**config.mk**
```make
export PLATFORM = sky130hd
export DESIGN_NAME = l1c_inst_refill_master_flat
export DESIGN_NICKNAME = d
export VERILOG_FILES = /design/src/rtl/l1c_inst_refill_master_if.sv /design/src/rtl/l1c_inst_refill_master.sv /design/src/flat_wrapper.sv
export SDC_FILE = /design/constraint.sdc
export NUM_CORES = 1
export LEC_CHECK = 0
export BUFFER_PORTS_ARGS = -buffer_cell sky130_fd_sc_hd__buf_2
export CELL_PAD_IN_SITES_DETAIL_PLACEMENT = 0
export CELL_PAD_IN_SITES_GLOBAL_PLACEMENT = 1
export CORE_ASPECT_RATIO = 1.4
export CORE_MARGIN = 2
export CORE_UTILIZATION = 26
export DETAILED_ROUTE_END_ITERATION = 12
export PLACE_DENSITY = 0.93
export SYNTH_ARGS = -nofsm -noshare
export SYNTH_HDL_FRONTEND = slang
export SYNTH_SLANG_ARGS = --single-unit
```
**constraint.sdc**
```tcl
create_clock -name clk -period 1.85 [get_ports clk]
set_input_delay 0.0925 -clock clk [delete_from_list [all_inputs] [get_ports clk]]
set_output_delay 0.0925 -clock clk [all_outputs]
set_load 0.05 [all_outputs]
```
**src/rtl/l1c_inst_refill_master_if.sv**
```systemverilog
// l1c_inst_refill_master_if: cache refill port plus AXI4 AR/R channels of master M0
interface l1c_inst_refill_master_if #(
  parameter int ADDR_W = 32,
  parameter int DATA_W = 32,
  parameter int ID_W   = 4
);
  logic              I_req;
  logic [ADDR_W-1:0] I_addr;
  logic [DATA_W-1:0] I_out;
  logic              I_wait;
  logic              rvalid_m0;
  logic              rready_m0;
  logic              refill_err;
  logic [ID_W-1:0]   ARID_M0;
  logic [ADDR_W-1:0] ARADDR_M0;
  logic [7:0]        ARLEN_M0;
  logic [2:0]        ARSIZE_M0;
  logic [1:0]        ARBURST_M0;
  logic              ARVALID_M0;
  logic              ARREADY_M0;
  logic [ID_W-1:0]   RID_M0;
  logic [DATA_W-1:0] RDATA_M0;
  logic [1:0]        RRESP_M0;
  logic              RLAST_M0;
  logic              RVALID_M0;
  logic              RREADY_M0;
  modport master (
    input  I_req, I_addr, ARREADY_M0, RID_M0, RDATA_M0, RRESP_M0, RLAST_M0, RVALID_M0,
    output I_out, I_wait, rvalid_m0, rready_m0, refill_err,
           ARID_M0, ARADDR_M0, ARLEN_M0, ARSIZE_M0, ARBURST_M0, ARVALID_M0, RREADY_M0
  );
  modport slave (
    output I_req, I_addr, ARREADY_M0, RID_M0, RDATA_M0, RRESP_M0, RLAST_M0, RVALID_M0,
    input  I_out, I_wait, rvalid_m0, rready_m0, refill_err,
           ARID_M0, ARADDR_M0, ARLEN_M0, ARSIZE_M0, ARBURST_M0, ARVALID_M0, RREADY_M0
  );
endinterface

```
**src/rtl/l1c_inst_refill_master.sv**
```systemverilog
// l1c_inst_refill_master: AXI4 read-burst master fetching one I-cache line per refill request
module l1c_inst_refill_master #(
  parameter int ADDR_W = 32,
  parameter int DATA_W = 32,
  parameter int ID_W   = 4,
  parameter int AR_ID  = 0,
  parameter int BEATS  = 4
) (
  input logic clk,
  input logic rst,
  l1c_inst_refill_master_if.master bus
);
  localparam int CW = $clog2(BEATS);
  localparam logic [ADDR_W-1:0] LINE_MASK = ~ADDR_W'(BEATS * DATA_W / 8 - 1);
  typedef enum logic [1:0] {IDLE, ADDR, DATA, DONE} state_t;
  state_t            state_q, state_d;
  logic [ADDR_W-1:0] araddr_q, araddr_d;
  logic [CW-1:0]     cnt_q, cnt_d;
  logic              err_q, err_d;
  logic              hs, last_beat;
  always_comb begin
    state_d   = state_q;
    araddr_d  = araddr_q;
    cnt_d     = cnt_q;
    err_d     = err_q;
    hs        = (state_q == DATA) && bus.RVALID_M0;
    last_beat = cnt_q == CW'(BEATS - 1);
    case (state_q)
      IDLE: if (bus.I_req) begin
        araddr_d = bus.I_addr & LINE_MASK;
        state_d  = ADDR;
      end
      ADDR: if (bus.ARREADY_M0) begin
        cnt_d   = '0;
        state_d = DATA;
      end
      DATA: if (hs) begin
        cnt_d = cnt_q + CW'(1);
        // RLAST must coincide exactly with the final counted beat; the beat is forwarded regardless
        err_d = err_q | (bus.RRESP_M0 != 2'b00) | (bus.RID_M0 != ID_W'(AR_ID)) | (bus.RLAST_M0 != last_beat);
        state_d = bus.RLAST_M0 ? DONE : DATA;
      end
      default: state_d = IDLE;
    endcase
  end
  always_ff @(posedge clk) begin
    if (rst) begin
      state_q  <= IDLE;
      araddr_q <= '0;
      cnt_q    <= '0;
      err_q    <= 1'b0;
    end else begin
      state_q  <= state_d;
      araddr_q <= araddr_d;
      cnt_q    <= cnt_d;
      err_q    <= err_d;
    end
  end
  assign bus.ARID_M0    = ID_W'(AR_ID);
  assign bus.ARADDR_M0  = araddr_q;
  assign bus.ARLEN_M0   = 8'(BEATS - 1);
  assign bus.ARSIZE_M0  = 3'b010;
  assign bus.ARBURST_M0 = 2'b01;
  assign bus.ARVALID_M0 = state_q == ADDR;
  assign bus.RREADY_M0  = state_q == DATA;
  assign bus.rready_m0  = state_q == DATA;
  assign bus.rvalid_m0  = hs;
  assign bus.I_out      = bus.RDATA_M0;
  // busy is visible in the request cycle itself, and drops in DONE while the cache still holds I_req
  assign bus.I_wait     = (state_q == IDLE) ? bus.I_req : (state_q != DONE);
  assign bus.refill_err = err_q;
endmodule

```
**src/flat_wrapper.sv**
```systemverilog
// flat-port wrapper written by rule: the top's interface ports become plain ports
module l1c_inst_refill_master_flat 
#(
  parameter int ADDR_W = 32,
  parameter int DATA_W = 32,
  parameter int ID_W   = 4,
  parameter int AR_ID  = 0,
  parameter int BEATS  = 4
)
  (clk, rst, bus_I_req, bus_I_addr, bus_ARREADY_M0, bus_RID_M0, bus_RDATA_M0, bus_RRESP_M0, bus_RLAST_M0, bus_RVALID_M0, bus_I_out, bus_I_wait, bus_rvalid_m0, bus_rready_m0, bus_refill_err, bus_ARID_M0, bus_ARADDR_M0, bus_ARLEN_M0, bus_ARSIZE_M0, bus_ARBURST_M0, bus_ARVALID_M0, bus_RREADY_M0);
  l1c_inst_refill_master_if #(.ADDR_W(ADDR_W), .DATA_W(DATA_W), .ID_W(ID_W)) bus_i ();
  input logic clk;
  input logic rst;
  input wire logic [$bits(bus_i.I_req)-1:0] bus_I_req;
  input wire logic [$bits(bus_i.I_addr)-1:0] bus_I_addr;
  input wire logic [$bits(bus_i.ARREADY_M0)-1:0] bus_ARREADY_M0;
  input wire logic [$bits(bus_i.RID_M0)-1:0] bus_RID_M0;
  input wire logic [$bits(bus_i.RDATA_M0)-1:0] bus_RDATA_M0;
  input wire logic [$bits(bus_i.RRESP_M0)-1:0] bus_RRESP_M0;
  input wire logic [$bits(bus_i.RLAST_M0)-1:0] bus_RLAST_M0;
  input wire logic [$bits(bus_i.RVALID_M0)-1:0] bus_RVALID_M0;
  output wire logic [$bits(bus_i.I_out)-1:0] bus_I_out;
  output wire logic [$bits(bus_i.I_wait)-1:0] bus_I_wait;
  output wire logic [$bits(bus_i.rvalid_m0)-1:0] bus_rvalid_m0;
  output wire logic [$bits(bus_i.rready_m0)-1:0] bus_rready_m0;
  output wire logic [$bits(bus_i.refill_err)-1:0] bus_refill_err;
  output wire logic [$bits(bus_i.ARID_M0)-1:0] bus_ARID_M0;
  output wire logic [$bits(bus_i.ARADDR_M0)-1:0] bus_ARADDR_M0;
  output wire logic [$bits(bus_i.ARLEN_M0)-1:0] bus_ARLEN_M0;
  output wire logic [$bits(bus_i.ARSIZE_M0)-1:0] bus_ARSIZE_M0;
  output wire logic [$bits(bus_i.ARBURST_M0)-1:0] bus_ARBURST_M0;
  output wire logic [$bits(bus_i.ARVALID_M0)-1:0] bus_ARVALID_M0;
  output wire logic [$bits(bus_i.RREADY_M0)-1:0] bus_RREADY_M0;
  assign bus_i.I_req = bus_I_req;
  assign bus_i.I_addr = bus_I_addr;
  assign bus_i.ARREADY_M0 = bus_ARREADY_M0;
  assign bus_i.RID_M0 = bus_RID_M0;
  assign bus_i.RDATA_M0 = bus_RDATA_M0;
  assign bus_i.RRESP_M0 = bus_RRESP_M0;
  assign bus_i.RLAST_M0 = bus_RLAST_M0;
  assign bus_i.RVALID_M0 = bus_RVALID_M0;
  assign bus_I_out = bus_i.I_out;
  assign bus_I_wait = bus_i.I_wait;
  assign bus_rvalid_m0 = bus_i.rvalid_m0;
  assign bus_rready_m0 = bus_i.rready_m0;
  assign bus_refill_err = bus_i.refill_err;
  assign bus_ARID_M0 = bus_i.ARID_M0;
  assign bus_ARADDR_M0 = bus_i.ARADDR_M0;
  assign bus_ARLEN_M0 = bus_i.ARLEN_M0;
  assign bus_ARSIZE_M0 = bus_i.ARSIZE_M0;
  assign bus_ARBURST_M0 = bus_i.ARBURST_M0;
  assign bus_ARVALID_M0 = bus_i.ARVALID_M0;
  assign bus_RREADY_M0 = bus_i.RREADY_M0;
  l1c_inst_refill_master #(.ADDR_W(ADDR_W), .DATA_W(DATA_W), .ID_W(ID_W), .AR_ID(AR_ID), .BEATS(BEATS)) u_core (.clk(clk), .rst(rst), .bus(bus_i));
endmodule
```
==> results.py, run 1 <==
metrics = {
    "clock_tree": {
        "clkSinkCount": 33,
        "cts_root_buf": "clkbuf_8",
        "clock_path_buffers": 2,
        "cts_setup_buffers": 0,
        "hold_buffers": 0,
        "cts_tree": "yes",
        "clock_latency_ns": 0.28,
        "cts_inserted_buffers": 5,
        "h-tree-depth": 2,
        "cts_resized": 0,
        "clkTransAtPathRegs_ns": 0.07,
    },
    "detailed_routing": {
        "drtIter0Drc": 17,
        "via_count": 1430,
        "antenna_left": 0,
        "routed_wl_um": 3910,
        "first_pass_iters": 4,
        "drc": 0,
        "viasPerCell": 4.006,
        "wl_per_cell_um": 10.95,
    },
    "cells_and_area": {
        "syn_to_final_growth_pct": 8.167,
        "multi_input_area_um2": 848.3,
        "fill_cells": 821,
        "stdcell_count": 357,
        "drive_gt1_share_pct": 47.69,
        "nNetsFinal": 343,
        "regArea_um2": 660.6,
        "antenna_cells": 0,
        "final_util_pct": 28.77,
    },
    "worst_hold_path": {
        "whs_path_depth": 3,
        "hold_path.class": "primary input to flop",
        "hp-start": "bus_I_addr[13]",
        "holdPathEnd": "u_core.bus.ARADDR_M0[13]$_SDFFE_PP0P_",
    },
    "critical_path": {
        "worstPathArrival_ns": 1.51,
        "critPathMaxFanout": 5,
        "end_kind": "primary output",
        "worstRegToRegCells": 5,
        "reg2reg_slack_ns": 0.31,
        "path_class": "flop to primary output",
        "timing.rr.start": "u_core.state_q[1]$_SDFFE_PP0P_",
        "reg2reg_to": "u_core.state_q[0]$_SDFFE_PP0P_",
        "start_kind": "flop",
        "required_ns": 1.76,
    },
    "grt": {
        "grt_pass1_wl_um": 6285,
        "overflow": 0,
        "grt_usage_pct": 9.746,
        "grt_max_degree": 29,
        "grt_pass1_vias": 1389,
        "grt_antenna_before_repair": 0,
    },
    "placed_design": {
        "gp_congestion": 0.6893,
        "hpwlAfterDp_um": 2864,
        "io_buffers": 73,
        "numPlacedInstances": 350,
    },
    "synthesis": {
        "synthCells": 223,
        "avgSynthCellArea_um2": 8.725,
        "ys_ff_latch": 33,
        "synth_warnings": 0,
        "ys_types": 29,
        "netlist_area_mm2": 0.001946,
        "ys_seq_area_share_pct": 33.95,
    },
    "sta": {
        "rsz0062_at_grt": "false",
        "slew_headroom_pct": 64.44,
        "worst_hold_slack_ns": 0.04468,
        "fin_crit_ns": 1.599,
        "hold_viol": 0,
        "fmax_mhz": 625.3,
        "setup_viol": 0,
        "worst_clock_skew_ns": 0.007578,
        "setup_tns_ns": 0,
        "timing.final.crit_share_pct": 86.45,
        "slew_viol_final": 0,
        "worst_pin_slew_ns": 0.5334,
    },
    "die": {
        "initial_core_util_pct": 26.60,
        "ios": 163,
        "core_area_mm2": 0.007315,
        "rows": 37,
        "die_w_um": 77.11,
        "die_height_um": 106.4,
        "die_area_mm2": 0.008201,
    },
    "run": {
        "cap_violations": 0,
    },
    "power_and_ir_drop": {
        "powerDensity_mw_per_mm2": 1406,
        "power.leakage_nw": 0.9660,
        "ir_drop_v": 0.001143,
    },
    "run_status": {
        "outcome": "finished clean",
    },
}
==> worst max-delay path, stage by stage, from the launching register on <==
cell and delay, ns:
dfxtp_1 0.42, inv_1 0.11, ha_1 0.24, o21ai_1 0.17, buf_2 0.28
==> worst max-delay path by stage <==
stage                              startpoint                              to  depth (start not counted)
2_1_floorplan  u_core.state_q[1]$_SDFFE_PP0P_  u_core.state_q[0]$_SDFFE_PP0P_                          5
3_3_place_gp   u_core.state_q[1]$_SDFFE_PP0P_  u_core.state_q[0]$_SDFFE_PP0P_                          5
3_5_place_dp   u_core.state_q[1]$_SDFFE_PP0P_  u_core.state_q[0]$_SDFFE_PP0P_                          5
4_1_cts        u_core.state_q[1]$_SDFFE_PP0P_                      bus_I_wait                          4
5_1_grt        u_core.state_q[1]$_SDFFE_PP0P_                      bus_I_wait                          4
6_report       u_core.state_q[1]$_SDFFE_PP0P_                      bus_I_wait                          4
==> logic make-up (layout without fill, tap and decap cells) <==
family | Yosys count | after routing | synth area share, %
AND/OR/NAND/NOR | 76 | 76 | 19.81
buffers and inverters | 66 | 84 | 26.11
AO/OA/AOI/OAI | 36 | 36 | 13.51
flip-flops | 33 | 33 | 33.95
adder cells (fa/ha/maj) | 7 | 7 | 4.501
other | 2 | 21 | 0.3860
multiplexers | 2 | 2 | 1.286
XOR/XNOR | 1 | 1 | 0.4502
==> metal layers <==
layer  vias up  global-route usage (%)  share of wire (%)
li1        706                       -                  -
met1       639                   9.922                 40
met2        69                   17.11                 49
met3        16                   3.056                9.2
met4         0                   6.250                2.7
met5         -                       0                  0
==> state kept, by name, summed over array words and instances (netlist names) <==
name	cells
u_core.bus.refill_err	1
u_core.cnt_q	2
u_core.state_q	2
u_core.bus.ARADDR_M0	28
==> synthesized netlist by cell type <==
master / n / area [um^2]
nor2b_1: 4 / 25.02
o31ai_1: 1 / 7.510
a31oi_1: 1 / 6.260
a21oi_1: 10 / 50.05
nand2_2: 20 / 125.1
nor2_1: 2 / 7.510
nor4_1: 1 / 6.260
nor3_1: 2 / 10.01
a21oi_2: 20 / 175.2
o21ai_0: 3 / 15.01
buf_4: 55 / 412.9
nand2_1: 37 / 138.9
and2_4: 1 / 8.760
inv_1: 2 / 7.510
conb_1: 2 / 7.510
mux2i_1: 1 / 10.01
buf_2: 4 / 20.02
and2_1: 1 / 6.260
xnor2_1: 1 / 8.760
buf_12: 3 / 60.06
mux2_4: 1 / 15.01
and3_4: 1 / 11.26
nand4_1: 1 / 6.260
nand3b_1: 2 / 15.01
a311oi_1: 1 / 8.760
ha_1: 7 / 87.58
dfxtp_1: 33 / 660.6
nand2b_1: 4 / 25.02
clkbuf_1: 2 / 7.510
==> final cells by class <==
class | instances | share of cell area (%)
clock buffer | 7 | 4.102
tap | 97 | 5.767
multi-input combinational | 143 | 40.31
sequential | 33 | 31.39
inverter | 2 | 0.3567
timing repair buffer | 75 | 18.07
==> placed cells by master, fill, tap and decap left out <==
cell      instances
o31ai_1           1
clkbuf_1          1
nand3b_1          2
a21oi_2          20
nand4_1           1
buf_2            73
nor4_1            1
inv_1             2
nand2_1          37
buf_4             2
a311oi_1          1
and2_4            1
dfxtp_1          33
nor3_1            2
xnor2_1           1
o21ai_0           2
conb_1           21
and2_1            1
a31oi_1           1
nor2b_1           4
o21ai_1           1
nand2b_1          4
nor2_1            2
and3_4            1
nand2_2          20
mux2i_1           1
clkbuf_8          6
mux2_4            1
a21oi_1          10
ha_1              7
==> power by group <==
| group | internal, mW | switching, mW | leakage, nW | total [mW] |
|---|---|---|---|---|
| clock | 0.295 | 0.246 | 0.0443 | 0.541 |
| combinational | 0.384 | 1.11 | 0.651 | 1.50 |
| sequential | 0.844 | 0.0780 | 0.271 | 0.922 |
| total | 1.52 | 1.44 | 0.966 | 2.96 |
==> stage by stage <==
stage                     power, mW  cell area (um^2)  setup slack [ns]
after floorplan               2.473              2017            0.1581
after global placement        2.427              2018            0.3582
after detailed placement      2.448              2018            0.3292
after CTS                     3.016              2105            0.2498
after global routing          3.168              2105            0.1162
final                         2.959              2105            0.2508
No activity file was read; power rests on OpenSTA's default activity.
==> run 2: changes to the inputs <==
- HOLD_SLACK_MARGIN: unset -> 0.12
- SLEW_MARGIN: unset -> 0
- clock period: 1.85 -> 1.5 ns (I/O delays scaled with it)
==> run 2 against run 1 <==
  * Die area unchanged
  * Critical path depth is the same
  * Combinational power up 41%
  * Final area rose by 18%
  * Core utilization grew 5.1 points
  * Total power grew 32%
  * Sequential power rose by 23%
==> results.py, run 2 (synthesis gave the netlist of run 1 again) <==
metrics = {
    "sta": {
        "slew_viol_final": 0,
        "worst_clock_skew_ns": 0.007757,
        "worst_hold_slack_ns": 0.1500,
        "rsz0062_at_grt": "true",
        "setup_viol": 0,
        "fin_ws_ns": 0.06646,
        "hold_viol": 0,
        "fin_crit_ns": 1.434,
        "setup_tns_ns": 0,
        "fmax_mhz": 697.6,
        "timing.final.crit_share_pct": 95.57,
    },
    "critical_path": {
        "start_kind": "flop",
        "critPathMaxFanout": 4,
        "end_kind": "primary output",
        "worstPathArrival_ns": 1.36,
        "required_ns": 1.42,
        "path_class": "flop to primary output",
    },
    "die": {
        "ios": 163,
        "die_height_um": 106.4,
        "die_area_mm2": 0.008201,
        "die_w_um": 77.11,
        "initial_core_util_pct": 26.60,
        "rows": 37,
        "core_area_mm2": 0.007315,
    },
    "placed_design": {
        "numPlacedInstances": 355,
        "io_buffers": 73,
        "place_area_mm2": 0.002085,
        "pre_cts_ws_ns": -0.04227,
        "hpwlAfterDp_um": 3063,
        "gp_congestion": 0.6918,
    },
    "clock_tree": {
        "clock_path_buffers": 2,
        "cts_root_buf": "clkbuf_8",
        "h-tree-depth": 2,
        "cts_inserted_buffers": 5,
        "clkTransAtPathRegs_ns": 0.06,
        "cts_tree": "yes",
        "clock_latency_ns": 0.28,
        "clkSinkCount": 33,
    },
    "cells_and_area": {
        "syn_to_final_growth_pct": 27.46,
        "nNetsFinal": 377,
        "stdcell_count": 391,
        "drive_gt1_share_pct": 45.92,
        "largest_reg_flops": 28,
        "final_util_pct": 33.90,
        "layout_common_cells": "72 x buf_2, 37 x nand2_1, 33 x dfxtp_1",
        "layout_commonest_cell": "buf_2",
        "design_area_mm2": 0.002480,
        "antenna_cells": 0,
    },
    "power_and_ir_drop": {
        "power_mw": 3.894,
        "ir_drop_v": 0.0008650,
        "power.leakage_nw": 1.116,
        "powerDensity_mw_per_mm2": 1570,
    },
    "grt": {
        "grt_usage_pct": 11.03,
        "grt_pass1_wl_um": 7189,
        "overflow": 0,
        "grt_max_degree": 29,
        "grt_antenna_before_repair": 0,
        "grt_pass1_vias": 1597,
    },
    "run_status": {
        "outcome": "finished clean",
    },
    "detailed_routing": {
        "wl_per_cell_um": 11.88,
        "first_pass_iters": 4,
        "antenna_left": 0,
        "routed_wl_um": 4647,
        "drtIter0Drc": 53,
        "drc": 0,
        "viasPerCell": 4.102,
        "via_count": 1604,
    },
    "worst_hold_path": {
        "hold_path.class": "primary input to primary output",
    },
    "run": {
        "cap_violations": 0,
    },
}
-- run 2: changes by cell type in the layout (fill, tap and decap cells not counted), moves of 2 or more --
cell / delta
inv_2: +2
dlygate4sd3_1: +29
inv_1: -2
buf_4: +5
ha_1: -3
ha_4: +3
-- run 2: cell type report --
class | count | area [um^2]
multi-input combinational | 143 | 889.6
clock buffer | 7 | 86.33
tap | 97 | 121.4
sequential | 33 | 660.6
fill | 754 | 4835
timing repair buffer | 109 | 714.4
inverter | 2 | 7.507
-- run 2: path summary, 6_finish.rpt --
check,start,end,slack (ns),cells after the start
min,bus_RDATA_M0[19],bus_I_out[19],0.15,0
max,u_core.state_q[1]$_SDFFE_PP0P_,bus_rvalid_m0,0.07,4
min reg2reg,u_core.bus.ARADDR_M0[4]$_SDFFE_PP0P_,u_core.bus.ARADDR_M0[4]$_SDFFE_PP0P_,0.45,2
max reg2reg,u_core.state_q[0]$_SDFFE_PP0P_,u_core.bus.ARADDR_M0[7]$_SDFFE_PP0P_,0.14,5
-- run 2: critical path, cell delays in order (launching register included) --
cell     delay (ns)
dfxtp_1        0.34
buf_4          0.15
ha_1           0.18
and2_1         0.15
buf_2          0.27
-- run 2: report_power, final --
part	leakage [nW]	switching, mW	total, mW	internal, mW
sequential	0.271	0.0847	1.13	1.04
combinational	0.801	1.46	2.11	0.645
clock	0.0443	0.298	0.662	0.364
total	1.12	1.84	3.89	2.05
-- run 2: repair_timing --
action	in CTS	in global routing
setup buffers	0	0
hold buffers	29	0
gates resized for setup	3	3
endpoints found under the setup margin	29	20
hold endpoints to repair	29	0
-- run 2: per-layer routing --
metal | up-vias | share of wire, % | track usage, %
li1 | 777 | - | -
met1 | 726 | 38 | 10.67
met2 | 77 | 52 | 21.24
met3 | 24 | 6.9 | 2.462
met4 | 0 | 3.1 | 6.122
met5 | - | 0 | 0
==> run 3: changes to the inputs <==
- CORE_UTILIZATION: 26 -> 23
- PLACE_DENSITY: 0.93 -> 0.88
- clock period: 1.5 -> 1.2 ns (I/O delays scaled with it)
==> run 3 against run 2 <==
  * The run now ends with negative setup slack left
  * Core utilization is 0.67 points higher
  * Wire length is 0.95% higher
  * Total power is 58% higher
  * Final area is 14% higher
  * Sequential share of layout area is 3.1 points lower
  * Clock power is 100% higher
  * Global-route usage is 1.0 points lower
  * Non-clock buffer count is 10 higher
  * Worst hold slack worse by 0.030 ns
  * Die area is 12% higher
  * Clock skew is 0.0035 ns lower
  * Setup slack worse by 0.21 ns
  * Critical path type unchanged
  * Highest routed layer unchanged
==> results.py, run 3 (synthesis gave the netlist of run 1 again) <==
metrics = {
    "run": {
        "cap_violations": 0,
    },
    "cells_and_area": {
        "largest_reg_flops": 28,
        "design_area_mm2": 0.002834,
        "antenna_cells": 0,
        "nNetsFinal": 387,
        "layout_common_cells": "68 x buf_2, 36 x nand2_1, 31 x dfxtp_1",
        "syn_to_final_growth_pct": 45.66,
        "drive_gt1_share_pct": 52.30,
        "layout_commonest_cell": "buf_2",
        "fill_cells": 827,
    },
    "clock_tree": {
        "clock_latency_ns": 0.27,
        "clkSinkCount": 33,
        "cts_inserted_buffers": 5,
        "h-tree-depth": 2,
        "clkTransAtPathRegs_ns": 0.05,
        "clock_path_buffers": 2,
        "cts_tree": "yes",
        "cts_root_buf": "clkbuf_16",
    },
    "sta": {
        "slew_viol_final": 0,
        "fin_ws_ns": -0.1432,
        "hold_viol": 0,
        "rsz0062_at_grt": "true",
        "setup_tns_ns": -3.211,
        "fin_crit_ns": 1.343,
        "timing.final.crit_share_pct": 111.9,
        "worst_hold_slack_ns": 0.1200,
        "fmax_mhz": 744.5,
        "worst_clock_skew_ns": 0.004306,
        "setup_viol": 32,
    },
    "power_and_ir_drop": {
        "power.leakage_nw": 1.253,
        "ir_drop_v": 0.001690,
        "power_mw": 6.137,
        "powerDensity_mw_per_mm2": 2166,
    },
    "die": {
        "die_height_um": 112.8,
        "die_w_um": 81.73,
        "rows": 39,
        "initial_core_util_pct": 23.73,
        "ios": 163,
        "die_area_mm2": 0.009221,
        "core_area_mm2": 0.008198,
    },
    "grt": {
        "grt_pass1_vias": 1651,
        "grt_pass1_wl_um": 7120,
        "grt_max_degree": 29,
        "grt_antenna_before_repair": 0,
        "overflow": 0,
        "grt_usage_pct": 9.992,
    },
    "critical_path": {
        "cp_top_family": "flip-flops",
        "critPathMaxFanout": 4,
        "end_kind": "primary output",
        "required_ns": 1.14,
        "critPathBufInv": 3,
        "critical_path.startpoint": "u_core.state_q[1]$_SDFFE_PP0P_",
        "reg2reg_slack_ns": -0.13,
        "crit_chain": "inv_4 -> ha_4 -> buf_6 -> o21ai_4 -> buf_6",
        "worstRegToRegCells": 7,
        "worstPathArrival_ns": 1.28,
        "path_class": "flop to primary output",
        "start_kind": "flop",
        "reg2reg_to": "u_core.bus.ARADDR_M0[27]$_SDFFE_PP0P_",
        "critPathSlowestCell": "dfxtp_4",
        "cp_common_cell": "buf_6",
        "timing.rr.start": "u_core.state_q[1]$_SDFFE_PP0P_",
        "max_stage_delay_ns": 0.38,
    },
    "worst_hold_path": {
        "whs_path_depth": 0,
        "hold_path.class": "primary input to primary output",
        "holdPathEnd": "bus_I_out[14]",
        "hp-start": "bus_RDATA_M0[14]",
    },
    "run_status": {
        "violations": "negative setup slack",
        "outcome": "complete, but fails checks",
    },
    "placed_design": {
        "gp_congestion": 0.7351,
        "io_buffers": 73,
        "place_area_mm2": 0.002218,
        "hpwlAfterDp_um": 3179,
    },
    "detailed_routing": {
        "first_pass_iters": 4,
        "wl_per_cell_um": 11.55,
        "routed.top_layer": "met4",
        "route.met3.wl_um": 355,
        "wl_met2_um": 2577,
        "drc": 0,
        "drtIter0Drc": 31,
        "via_count": 1634,
        "antenna_left": 0,
        "routed_wl_um": 4691,
        "wirelength_met1_um": 1643,
        "viasPerCell": 4.025,
    },
}
==> run 3: cell count changes in the layout (fill, tap and decap cells not counted), sizes merged <==
cell	before	now
buf	80	90
clkinv	0	1
dlygate4sd3	29	28
==> run 3: routing by layer <==
layer | global-route usage (%) | vias to the layer above
li1 | - | 798
met1 | 9.037 | 747
met2 | 18.92 | 73
met3 | 2.871 | 16
met4 | 5.667 | 0
met5 | 0 | -
==> run 3: worst max path at each step <==
stage                                                end  slack [ns]  cells after the start
after floorplan           u_core.state_q[0]$_SDFFE_PP0P_       -0.11                      5
after CTS                                     bus_I_wait       -0.15                      5
after detailed placement  u_core.state_q[0]$_SDFFE_PP0P_       -0.14                      5
final                                         bus_I_wait       -0.14                      5
after global placement    u_core.state_q[0]$_SDFFE_PP0P_       -0.09                      5
after global routing                          bus_I_wait       -0.19                      5
==> run 3: where the power goes <==
part / internal [mW] / leakage [nW] / switching [mW]
Combinational: 1.33 / 0.903 / 2.02
Sequential: 1.32 / 0.272 / 0.135
Clock: 0.879 / 0.0778 / 0.460
==> run 3: per-stage QoR <==
step / setup WS (ns) / util [%] / instances
finish: -0.1432 / 34.57 / 406
global route: -0.1916 / 34.57 / 406
CTS: -0.1527 / 33.52 / 404
detailed placement: -0.1365 / 27.06 / 367
global placement: -0.09408 / 27.06 / 367
floorplan: -0.1140 / - / 242
==> run 3: worst reg2reg max path, delay by kind of cell (launching register included) <==
| kind | cells | cell delay [ns] |
|---|---|---|
| AO/OA/AOI/OAI | 1 | 0.11 |
| flip-flops | 1 | 0.36 |
| adder cells (fa/ha/maj) | 1 | 0.15 |
| AND/OR/NAND/NOR | 2 | 0.28 |
| buffers and inverters | 3 | 0.37 |
==> run 3: area by class of cell <==
type                       instances  area (um^2)  share of cell area [%]
clock inverter                     1        5.005                  0.1766
sequential                        33        668.1                   23.58
multi-input combinational        143        962.2                   33.95
clock buffer                       6        150.1                   5.298
inverter                           2        15.01                  0.5298
timing repair buffer             119        905.9                   31.96
tap                              102        127.6                   4.503
==> run 3: repair_timing <==
action | 4_1_cts | 5_1_grt
pin swaps | 2 | 5
setup endpoints to repair | 35 | 38
setup buffers | 2 | 1
hold buffers | 28 | 0
gates resized for setup | 20 | 13
cloned | 0 | 1
hold endpoints to repair | 28 | 0
